## config.mk

```make
export PLATFORM = sky130hd
export DESIGN_NAME = stopwatch_core
export DESIGN_NICKNAME = d
export VERILOG_FILES = /design/src/rtl/stopwatch_core.sv
export SDC_FILE = /design/constraint.sdc
export NUM_CORES = 1
export LEC_CHECK = 0
export ABC_AREA = 1
export CAP_MARGIN = 25
export CORE_MARGIN = 2
export CORE_UTILIZATION = 60
export CTS_CLUSTER_DIAMETER = 50
export DETAILED_ROUTE_END_ITERATION = 8
export PLACE_DENSITY = 0.86
export SLEW_MARGIN = 40
export SYNTH_ARGS = -nofsm -noshare
export SYNTH_HDL_FRONTEND = slang
export SYNTH_SLANG_ARGS = --single-unit
```

## constraint.sdc

```tcl
create_clock -name clk -period 2.9 [get_ports clk]
set_input_delay 0.29 -clock clk [delete_from_list [all_inputs] [get_ports clk]]
set_output_delay 0.29 -clock clk [all_outputs]
set_load 0.01 [all_outputs]
```

## src/rtl/stopwatch_core.sv

```systemverilog
// Stopwatch/timer datapath: hundredths, seconds, minutes, hours with up/down count, preset load and terminal pulses.
// Optional lap-freeze snapshot is built when STOPWATCH_LAP_EN is defined.
module stopwatch_core #(
  parameter int CLK_FREQ = 100_000_000,
  parameter int HOUR_MAX = 24
) (
  input  logic       clk,
  input  logic       rst,
  input  logic       run,
  input  logic       clear,
  input  logic       dir,
  input  logic       load,
  input  logic [4:0] i_pre_hour,
  input  logic [5:0] i_pre_min,
  input  logic [5:0] i_pre_sec,
  input  logic       lap,
  output logic [6:0] o_csec,
  output logic [5:0] o_sec,
  output logic [5:0] o_min,
  output logic [4:0] o_hour,
  output logic       o_lap_valid,
  output logic       o_done,
  output logic       o_rollover
);

  localparam int DIV = CLK_FREQ / 100;
  localparam int PW  = (DIV > 1) ? $clog2(DIV) : 1;
  localparam logic [PW-1:0] PRESC_LAST = PW'(DIV - 1);
  localparam logic [4:0]    HOUR_LAST  = 5'(HOUR_MAX - 1);

  logic [PW-1:0] presc;
  logic          tick_r;
  logic [6:0]    csec_r;
  logic [5:0]    sec_r, min_r;
  logic [4:0]    hour_r;
  logic          done_r, roll_r;

  logic [6:0] csec_n;
  logic [5:0] sec_n, min_n;
  logic [4:0] hour_n;
  logic       done_n, roll_n;
  logic       all_zero, all_max;

  logic [4:0] pre_hour_c;
  logic [5:0] pre_min_c, pre_sec_c;

  // Whole carry/borrow chain resolves in one cycle so every field moves on the same edge.
  always_comb begin
    csec_n   = csec_r;
    sec_n    = sec_r;
    min_n    = min_r;
    hour_n   = hour_r;
    done_n   = 1'b0;
    roll_n   = 1'b0;
    all_zero = (csec_r == 7'd0) && (sec_r == 6'd0) && (min_r == 6'd0) && (hour_r == 5'd0);
    all_max  = (csec_r == 7'd99) && (sec_r == 6'd59) && (min_r == 6'd59) && (hour_r == HOUR_LAST);
    if (!dir) begin
      roll_n = all_max;
      if (csec_r != 7'd99) begin
        csec_n = csec_r + 7'd1;
      end else begin
        csec_n = 7'd0;
        if (sec_r != 6'd59) begin
          sec_n = sec_r + 6'd1;
        end else begin
          sec_n = 6'd0;
          if (min_r != 6'd59) begin
            min_n = min_r + 6'd1;
          end else begin
            min_n  = 6'd0;
            hour_n = (hour_r == HOUR_LAST) ? 5'd0 : hour_r + 5'd1;
          end
        end
      end
    end else if (!all_zero) begin
      done_n = (csec_r == 7'd1) && (sec_r == 6'd0) && (min_r == 6'd0) && (hour_r == 5'd0);
      if (csec_r != 7'd0) begin
        csec_n = csec_r - 7'd1;
      end else begin
        csec_n = 7'd99;
        if (sec_r != 6'd0) begin
          sec_n = sec_r - 6'd1;
        end else begin
          sec_n = 6'd59;
          if (min_r != 6'd0) begin
            min_n = min_r - 6'd1;
          end else begin
            min_n  = 6'd59;
            hour_n = hour_r - 5'd1;
          end
        end
      end
    end
  end

  always_comb begin
    pre_hour_c = (i_pre_hour > HOUR_LAST) ? HOUR_LAST : i_pre_hour;
    pre_min_c  = (i_pre_min > 6'd59) ? 6'd59 : i_pre_min;
    pre_sec_c  = (i_pre_sec > 6'd59) ? 6'd59 : i_pre_sec;
  end

  always_ff @(posedge clk or posedge rst) begin
    if (rst) begin
      presc  <= '0;
      tick_r <= 1'b0;
      csec_r <= '0;
      sec_r  <= '0;
      min_r  <= '0;
      hour_r <= '0;
      done_r <= 1'b0;
      roll_r <= 1'b0;
    end else if (clear) begin
      presc  <= '0;
      tick_r <= 1'b0;
      csec_r <= '0;
      sec_r  <= '0;
      min_r  <= '0;
      hour_r <= '0;
      done_r <= 1'b0;
      roll_r <= 1'b0;
    end else if (load) begin
      presc  <= '0;
      tick_r <= 1'b0;
      csec_r <= '0;
      sec_r  <= pre_sec_c;
      min_r  <= pre_min_c;
      hour_r <= pre_hour_c;
      done_r <= 1'b0;
      roll_r <= 1'b0;
    end else begin
      done_r <= 1'b0;
      roll_r <= 1'b0;
      // A tick already raised is consumed even if run has just dropped.
      if (tick_r) begin
        csec_r <= csec_n;
        sec_r  <= sec_n;
        min_r  <= min_n;
        hour_r <= hour_n;
        done_r <= done_n;
        roll_r <= roll_n;
      end
      if (run) begin
        if (presc == PRESC_LAST) begin
          presc  <= '0;
          tick_r <= 1'b1;
        end else begin
          presc  <= presc + 1'b1;
          tick_r <= 1'b0;
        end
      end else begin
        tick_r <= 1'b0;
      end
    end
  end

  assign o_done     = done_r;
  assign o_rollover = roll_r;

`ifdef STOPWATCH_LAP_EN
  logic       lap_valid_r;
  logic [6:0] lap_csec;
  logic [5:0] lap_sec, lap_min;
  logic [4:0] lap_hour;

  // Load does not touch the freeze; clear releases it.
  always_ff @(posedge clk or posedge rst) begin
    if (rst) begin
      lap_valid_r <= 1'b0;
      lap_csec    <= '0;
      lap_sec     <= '0;
      lap_min     <= '0;
      lap_hour    <= '0;
    end else if (clear) begin
      lap_valid_r <= 1'b0;
    end else if (lap) begin
      if (!lap_valid_r) begin
        lap_valid_r <= 1'b1;
        lap_csec    <= csec_r;
        lap_sec     <= sec_r;
        lap_min     <= min_r;
        lap_hour    <= hour_r;
      end else begin
        lap_valid_r <= 1'b0;
      end
    end
  end

  assign o_lap_valid = lap_valid_r;
  assign o_csec      = lap_valid_r ? lap_csec : csec_r;
  assign o_sec       = lap_valid_r ? lap_sec  : sec_r;
  assign o_min       = lap_valid_r ? lap_min  : min_r;
  assign o_hour      = lap_valid_r ? lap_hour : hour_r;
`else
  logic unused_lap;
  assign unused_lap  = lap;
  assign o_lap_valid = 1'b0;
  assign o_csec      = csec_r;
  assign o_sec       = sec_r;
  assign o_min       = min_r;
  assign o_hour      = hour_r;
`endif

endmodule

```

=== Word-level counts from Yosys, hierarchy flattened ===
Index checks and enable logic that the tools add are counted.

* Memory bits (writable): 0
* Output and inout bits: 27
* Word-level logic and storage cells: 117
* Flip-flop bits (word level): 47
* Latch bits: 0
* Bits in read-only memories: 0
* Input port bits: 24
* Memories kept: 0

* Add/subtract/negate cells: 9
* $mul: 0
* Reduce and logical (&&, ||, !) cells: 22
* Divide/modulo/power cells: 0
* Bitwise gates (word level): 0
* Equal/unequal tests: 16
* Multiplexer cells: 59
* Shift-type cells: 0
* Order comparisons: 3

{| class="wikitable"
|+ Operators by type and width
! cell !! number
|-
| $mux 6 || 22
|-
| $mux 20 || 4
|-
| $mux 5 || 13
|-
| $mux 7 || 7
|-
| $ne 4x4->1 const B || 7
|-
| $add 20x1->20 const B || 1
|-
| $eq 20x20->1 const B || 1
|-
| $mux 1 || 13
|-
| $add 6x1->6 const B || 2
|-
| $eq 6x6->1 const B || 2
|-
| $gt 6x6->1 const B || 2
|-
| $logic_not 6->1 || 2
|-
| $ne 6x6->1 const B || 2
|-
| $reduce_bool 6->1 || 2
|-
| $sub 6x1->6 const B || 2
|-
| $logic_and 1x1->1 || 9
|-
| $reduce_and 8->1 || 1
|-
| $add 7x1->7 const B || 1
|-
| $eq 7x1->1 const B || 1
|-
| $eq 7x7->1 const B || 1
|-
| $logic_not 7->1 || 1
|-
| $ne 7x7->1 const B || 1
|-
| $reduce_bool 7->1 || 1
|-
| $sub 7x1->7 const B || 1
|-
| other kinds (9) || 10
|}

=== Logic depth before layout (Yosys ltp) ===
Gate-level depths: netlist (run 1).

* Depth after elaboration: 9
* Mapped depth: 12
* Mapped depth without buffers: 12

=== Least setup slack after synthesis (run 1) ===
No wires, ideal clock.

* Path kind: register -> register
* Start point: register min_r[0], in the netlist o_min[0]
* End point: register hour_r[0], in the netlist o_hour[0]
* Arrival: 1.639 ns
* Required time: 2.783 ns
* Cell stages (with the launch flop): 11
* Clock period less this slack: 1.756 ns
* Library setup time: 0.117 ns
* Path slack: 1.144 ns
* Buffers on the path: 0
* Path through: dfrtp_1 > clkinv_1 > ha_1 > nand2_1 > nor2_1 > nand3_1 > nor2_1 > nor2_2 > nand3_1 > nand2_1 > nand2_1

* Word-level cells in the longest chain between the ends: 5
* Elaborated cells on any way between the ends: 9
* Those cells by class: 4 x eq/ne; 5 x reduce/logical

{| class="wikitable"
|+ Ends and longest elaborated chain
! element !! RTL line !! source
|-
| from (decl) || 34 || <nowiki>logic [5:0] sec_r, min_r;</nowiki>
|-
| from (signal assigned) || 126 || <nowiki>min_r <= pre_min_c;</nowiki>
|-
| from (signal assigned) || 137 || <nowiki>min_r <= min_n;</nowiki>
|-
| $logic_not 6->1 || 55 || <nowiki>all_zero = (csec_r == 7'd0) && (sec_r == 6'd0) && (min_r == 6'd0) && (hour_r == 5'd0);</nowiki>
|-
| $logic_and 1x1->1 (2 in series) || 55 ||
|-
| $ne 4x4->1 (no line) || - ||
|-
| $reduce_and 8->1 (no line) (*) || - ||
|-
| to (signal assigned) || 127 || <nowiki>hour_r <= pre_hour_c;</nowiki>
|-
| to (signal assigned) || 138 || <nowiki>hour_r <= hour_n;</nowiki>
|-
| to (decl) || 35 || <nowiki>logic [4:0] hour_r;</nowiki>
|}

Every way passes the cells marked *; elsewhere a longest branch is shown, timed or not.
A chain may end at the register's enable or synchronous reset.

=== Worst setup path in the final report (run 1) ===
* Start point: register min_r[0], in the netlist o_min[0]
* End point: register hour_r[3], in the netlist o_hour[3]

Same word-level chain as after synthesis.

==> reports/summary.txt, run 1 <==
DRC = 0
Fin crit period = 2.21 ns
Total GRT Usage = 27.8%
Setup crit end = o_hour[3]$_DFFE_PP0P_
Slew Viols, Final = 0
Diode count = 0
Total CTS buffers = 5
Final ANT Viol Nets = 0
Max clock buf depth = 2
WP buf/inv = 1
Layout cell share with drive strength beyond 1 = 6.27%
Sequential share of the synthesized area = 30.8%
Antenna violations before repair = 0
FF-to-FF End = o_hour[3]$_DFFE_PP0P_
CP Max Fanout = 10
Proportion of netlist area held by the largest area contributor = 30.8%
DIE HEIGHT = 83.8 um
Number of cells on the worst reg-to-reg path = 10
DR WL/cell = 13.2 um
Post-CTS Setup Bufs = 0
Delay-heaviest family, CP = simple AND/OR/NAND/NOR gates
F_max = 453 MHz
Clk root buf = clkbuf_8
Syn avg cell area = 6.44 um^2
Int Power = 1.19 mW
Final Setup Violations = 0
Nets@finish = 674
Synth-to-Final Area Change = 16.3%
First-pass GRT wire length = 16300 um
WP data arrival = 2.42 ns
Final GP Congestion = 0.892
Dominant cell type by area after synthesis = dfrtp_1
Routed vias = 3995
Io pins = 51
Area of the die = 7020 um^2
Clk sinks = 47
Worst slew pin tran = 0.590 ns
CP endpoint kind = register
FF-to-FF setup slack = 0.69 ns
Largest net degree at the start of global routing = 48
H-tree depth = 2
Net Sw Frac = 37.8%
CTS tree = yes
Reg power frac = 41.9%
Pleak = 2.15 nW
Endpoints failing hold = 0
CP Class = reg2reg
Hold_ws = 0.407 ns
WP depth = 10
Initial DRC count = 234
Most used cell, CP = nand2_1
Site Rows = 29
Width of the die = 83.8 um
Clock skew = 0.00546 ns
Number of library cell types mapped by synthesis = 38
GRT overflow = 0
Mapped Nets = 630
PD cells = 431 nW/um^2
Reg clk slew, reported paths = 0.09 ns
Worst hold path type = in2async
Initial core utilization = 61.2%
Yosys warns = 0
Worst reg2reg path startpoint = o_min[0]$_DFFE_PP0P_
Vias in the first global route = 3762
Synth area leaders = dfrtp_1, nand2_1, nand3_1
Cells after Synth = 593
Slowest CP cell = dfrtp_1
Tot Pwr = 1.91 mW
Max VDD drop = 233 uV
CTS Hold Bufs = 0
Comb pwr share = 35.7%
Crit path required time = 3.11 ns
Switching pwr = 0.723 mW
CTS resizes = 0
Max Cap Viol = 0
Slew Limit Headroom = 60.6%
Tcrit/Tclk final = 76.2%
Crit path launch type = register
Placed cells = 707
Pre-Repair DR Iteration Count = 6
Setup TNS = 0 ns
Final std cells w/o fill = 715
Port-buffer cells = 48
Clk_lat worst skew = 0.31 ns
Crit path from = o_min[0]$_DFFE_PP0P_
Max incr delay on CP = 0.45 ns
Unrepaired setup endpoints after global routing = false
Clock power frac = 22.4%
Mapped Area = 3820 um^2
Worst path cell trace = clkinv_1, ha_1, nand2_1, nor2_1, nand3_1, nor2_1, nor2_2, nand3_1, nand2_1, nand2_1
Seq cells post-synth = 47
Core ar. = 6240 um^2
Via density = 5.59
Status = finished, final reports clean
Final HPWL from detailed placement = 7110 um
Wire length after detailed routing = 9450 um
## final cells by class
cell class                 instances  area, um^2
clock buffer                       7        86.3
clock inverter                     1        8.76
fill                             516        1800
inverter                          73         277
multi-input combinational        458        2280
sequential                        47        1180
tap                               77        96.3
timing repair buffer              52         510
## power groups by stage
stage | Sequential [mW] | Clock, mW | Combinational, mW
after floorplan | 0.789 | 0 | 0.472
after global placement | 0.809 | 0 | 0.655
after detailed placement | 0.813 | 0 | 0.676
after CTS | 0.800 | 0.437 | 0.679
after global routing | 0.812 | 0.462 | 0.771
final | 0.801 | 0.429 | 0.682
## cell families after synthesis
family	count (synthesis)	share of synthesized area [%]
AOI/OAI and AO/OA	64	8.98
xor gates and xnor gates	14	3.21
adders and majority gates	13	4.26
buffers and inverters	88	9.37
DFF	47	30.8
other	1	0.0982
and+or+nand+nor	366	43.3
## Yosys cell counts (all sizes together)
cell,number
nand4,22
and3,1
nor3,8
conb,1
clkbuf,2
nand3,62
a21oi,17
a31oi,1
o211ai,3
nor4,2
inv,71
nand2,180
a21boi,1
nor2,86
xor2,12
nand3b,3
buf,13
clkinv,2
ha,13
o22ai,2
dfrtp,47
o21ai,38
o21bai,2
or2,2
xnor2,2
## stage by stage
stage | utilization [%] | area [um^2] | setup WS [ns]
floorplan | - | 3820 | 1.14
finish | 71.1 | 4440 | 0.691
CTS | 71.1 | 4440 | 0.719
global placement | 69.6 | 4340 | 0.689
global route | 71.1 | 4440 | 0.408
detailed placement | 69.6 | 4340 | 0.634
## registers in the layout (all words and copies together) (netlist names)
register	count
o_sec	6
o_min	6
o_hour	5
o_done	1
o_csec	7
presc	20
tick_r	1
o_rollover	1
## routing by layer
metal / part of all wire, % / track usage (%) / routed length (um)
met1: 41 / 33.8 / 3900
met2: 51 / 50.4 / 4830
met3: 5.6 / 3.36 / 531
met4: 2.1 / 9.82 / 197
met5: 0 / 0 / 0
## cell usage in the layout, fill, tap and decap left out, drive strengths merged, types with 3 or more instances in the layout
cell type        n
xor2            12
o21ai           38
clkinv           3
dfrtp           47
nand4           22
nand3           62
ha              13
clkdlybuf4s50   48
a21oi           17
clkbuf           7
nand2          180
buf              4
nor2            86
nand3b           3
o211ai           3
nor3             8
inv             71
## worst min path at each step
stage	start	endpoint	slack, ns	cells after the start
final	rst	presc[8]$_DFFE_PP0P_	0.41	2
after global routing	rst	presc[19]$_DFFE_PP0P_	0.47	2
after CTS	rst	presc[19]$_DFFE_PP0P_	0.43	2
after detailed placement	presc[18]$_DFFE_PP0P_	presc[18]$_DFFE_PP0P_	0.50	2
after global placement	presc[18]$_DFFE_PP0P_	presc[18]$_DFFE_PP0P_	0.50	2
after floorplan	run	tick_r$_DFF_PP0_	0.45	2
Power figures use the tool's default switching activity.
==> run 2: changes to the inputs <==
CORE_UTILIZATION = 56   (was 60)
PLACE_DENSITY = 0.81   (was 0.86)
clock period = 2.1 ns   (was 2.9 ns; I/O delays follow)
==> run 2 against run 1 <==
Against the previous run: total power up 50%; via count up 0.60%; register-to-register slack worse by 0.50 ns; sequential share of layout area down 0.66 points; first-iteration DRC count up 9.8%; final area up 2.6%.
==> reports/summary.txt, run 2 (synthesized netlist as in run 1, its figures left out) <==
Status = finished, final reports clean
Max Cap Viol = 0
CP endpoint kind = register
CP Max Fanout = 8
Worst slew pin tran = 0.606 ns
Switching pwr = 1.01 mW
Final worst slack = 0.187 ns
Delay-heaviest family, CP = simple AND/OR/NAND/NOR gates
Total CTS buffers = 5
Int Power = 1.86 mW
Setup TNS = 0 ns
CP Class = reg2reg
Width of the die = 86.6 um
Crit path launch type = register
Net Sw Frac = 35.2%
Clk root buf = clkbuf_8
Max clock buf depth = 2
PD cells = 632 nW/um^2
Max incr delay on CP = 0.42 ns
CTS tree = yes
Final std cells w/o fill = 728
Io pins = 51
Clk_lat worst skew = 0.31 ns
Comb pwr share = 33.6%
Slew Limit Headroom = 59.6%
Tot Pwr = 2.88 mW
Final HPWL from detailed placement = 7130 um
Final Setup Violations = 0
Worst path cell trace = inv_1, ha_1, nand4_1, inv_1, nand2_1, nor2_1, nor2_2, nand3_1, nand2_1, nand2_1
Area of the die = 7500 um^2
GRT overflow = 0
Largest net degree at the start of global routing = 48
Vias in the first global route = 3725
H-tree depth = 2
Endpoints failing hold = 0
Worst hold path type = in2async
Crit path required time = 2.31 ns
Nets@finish = 684
Reg power frac = 38.4%
Core ar. = 6680 um^2
Fin crit period = 1.91 ns
Synth-to-Final Area Change = 19.2%
Antenna violations before repair = 0
Final GP Congestion = 0.913
Initial core utilization = 57.2%
Placed cells = 720
Routed vias = 4019
Clk sinks = 47
Max VDD drop = 273 uV
Pre-Repair DR Iteration Count = 7
Tcrit/Tclk final = 91.1%
Total GRT Usage = 27.1%
Post-CTS Setup Bufs = 0
DR WL/cell = 13.4 um
Initial DRC count = 257
Site Rows = 30
Commonest non-fill, non-tap cells in the layout = nand2_1, nor2_1, inv_1, nand3_1, clkdlybuf4s50_1
Reg clk slew, reported paths = 0.09 ns
Number of cells on the worst reg-to-reg path = 10
Slew Viols, Final = 0
Via density = 5.52
WP depth = 10
Clock power frac = 28.0%
Clock skew = 0.0124 ns
CTS resizes = 0
Most used cell, CP = nand2_1
Commonest non-fill, non-tap cell in the layout = nand2_1
Pleak = 2.21 nW
Final ANT Viol Nets = 0
WP buf/inv = 2
Slowest CP cell = dfrtp_1
DIE HEIGHT = 86.6 um
First-pass GRT wire length = 16400 um
Diode count = 0
Largest Register = presc
Port-buffer cells = 48
Max FFs per register = 20
Unrepaired setup endpoints after global routing = false
CTS Hold Bufs = 0
Fin util = 68.1%
Place WS = 0.160 ns
DRC = 0
Layout cell share with drive strength beyond 1 = 7.72%
Wire length after detailed routing = 9760 um
F_max = 523 MHz
WP data arrival = 2.12 ns
-- run 2: cell count changes in the layout (fill, tap and decap cells not counted) --
cell	before	now
bufinv_16	0	2
inv_2	7	8
clkbuf_8	6	5
buf_4	4	14
inv_4	1	0
clkinv_4	1	0
-- run 2: final cells by class --
type,instances,area (um^2)
multi-input combinational,458,2280
fill,595,2130
sequential,47,1180
timing repair buffer,62,586
inverter,73,274
tap,80,100
clock buffer,6,72.6
clock inverter,2,60.1
-- run 2: per-stage QoR --
step                      hold WS, ns  cell area [um^2]
final                           0.370              4550
after global routing            0.439              4550
after CTS                       0.399              4550
after detailed placement        0.526              4420
after global placement          0.505              4420
after floorplan                 0.366              3820
-- run 2: final timing paths --
| path | start | end | slack (ns) |
|---|---|---|---|
| setup / recovery | o_hour[0]$_DFFE_PP0P_ | o_hour[0]$_DFFE_PP0P_ | 0.19 |
| hold / removal | rst | presc[16]$_DFFE_PP0P_ | 0.37 |
| setup reg to reg | o_hour[0]$_DFFE_PP0P_ | o_hour[0]$_DFFE_PP0P_ | 0.19 |
| hold reg to reg | presc[0]$_DFFE_PP0P_ | presc[0]$_DFFE_PP0P_ | 0.54 |
| max in group asynchronous | rst | presc[10]$_DFFE_PP0P_ | 1.32 |
| min in group clk | presc[0]$_DFFE_PP0P_ | presc[0]$_DFFE_PP0P_ | 0.54 |
-- run 2: power by group through the flow --
| stage | combinational, mW | clock (mW) | sequential [mW] |
|---|---|---|---|
| after floorplan | 0.652 | 0 | 1.09 |
| after global placement | 0.933 | 0 | 1.12 |
| after detailed placement | 0.954 | 0 | 1.12 |
| after CTS | 0.963 | 0.815 | 1.10 |
| after global routing | 1.10 | 0.846 | 1.12 |
| final | 0.967 | 0.806 | 1.10 |
-- run 2: routing by layer --
metal,up-vias,share of wire [%],track usage (%)
li1,2011,-,-
met1,1815,42,34.2
met2,175,49,47.1
met3,18,6.5,4.19
met4,0,2.0,9.80
met5,-,0,0
-- run 2: tightest hold or removal path, stage by stage --
cell             delay (ns)
clkdlybuf4s50_1        0.41
inv_2                  0.05
buf_4                  0.49
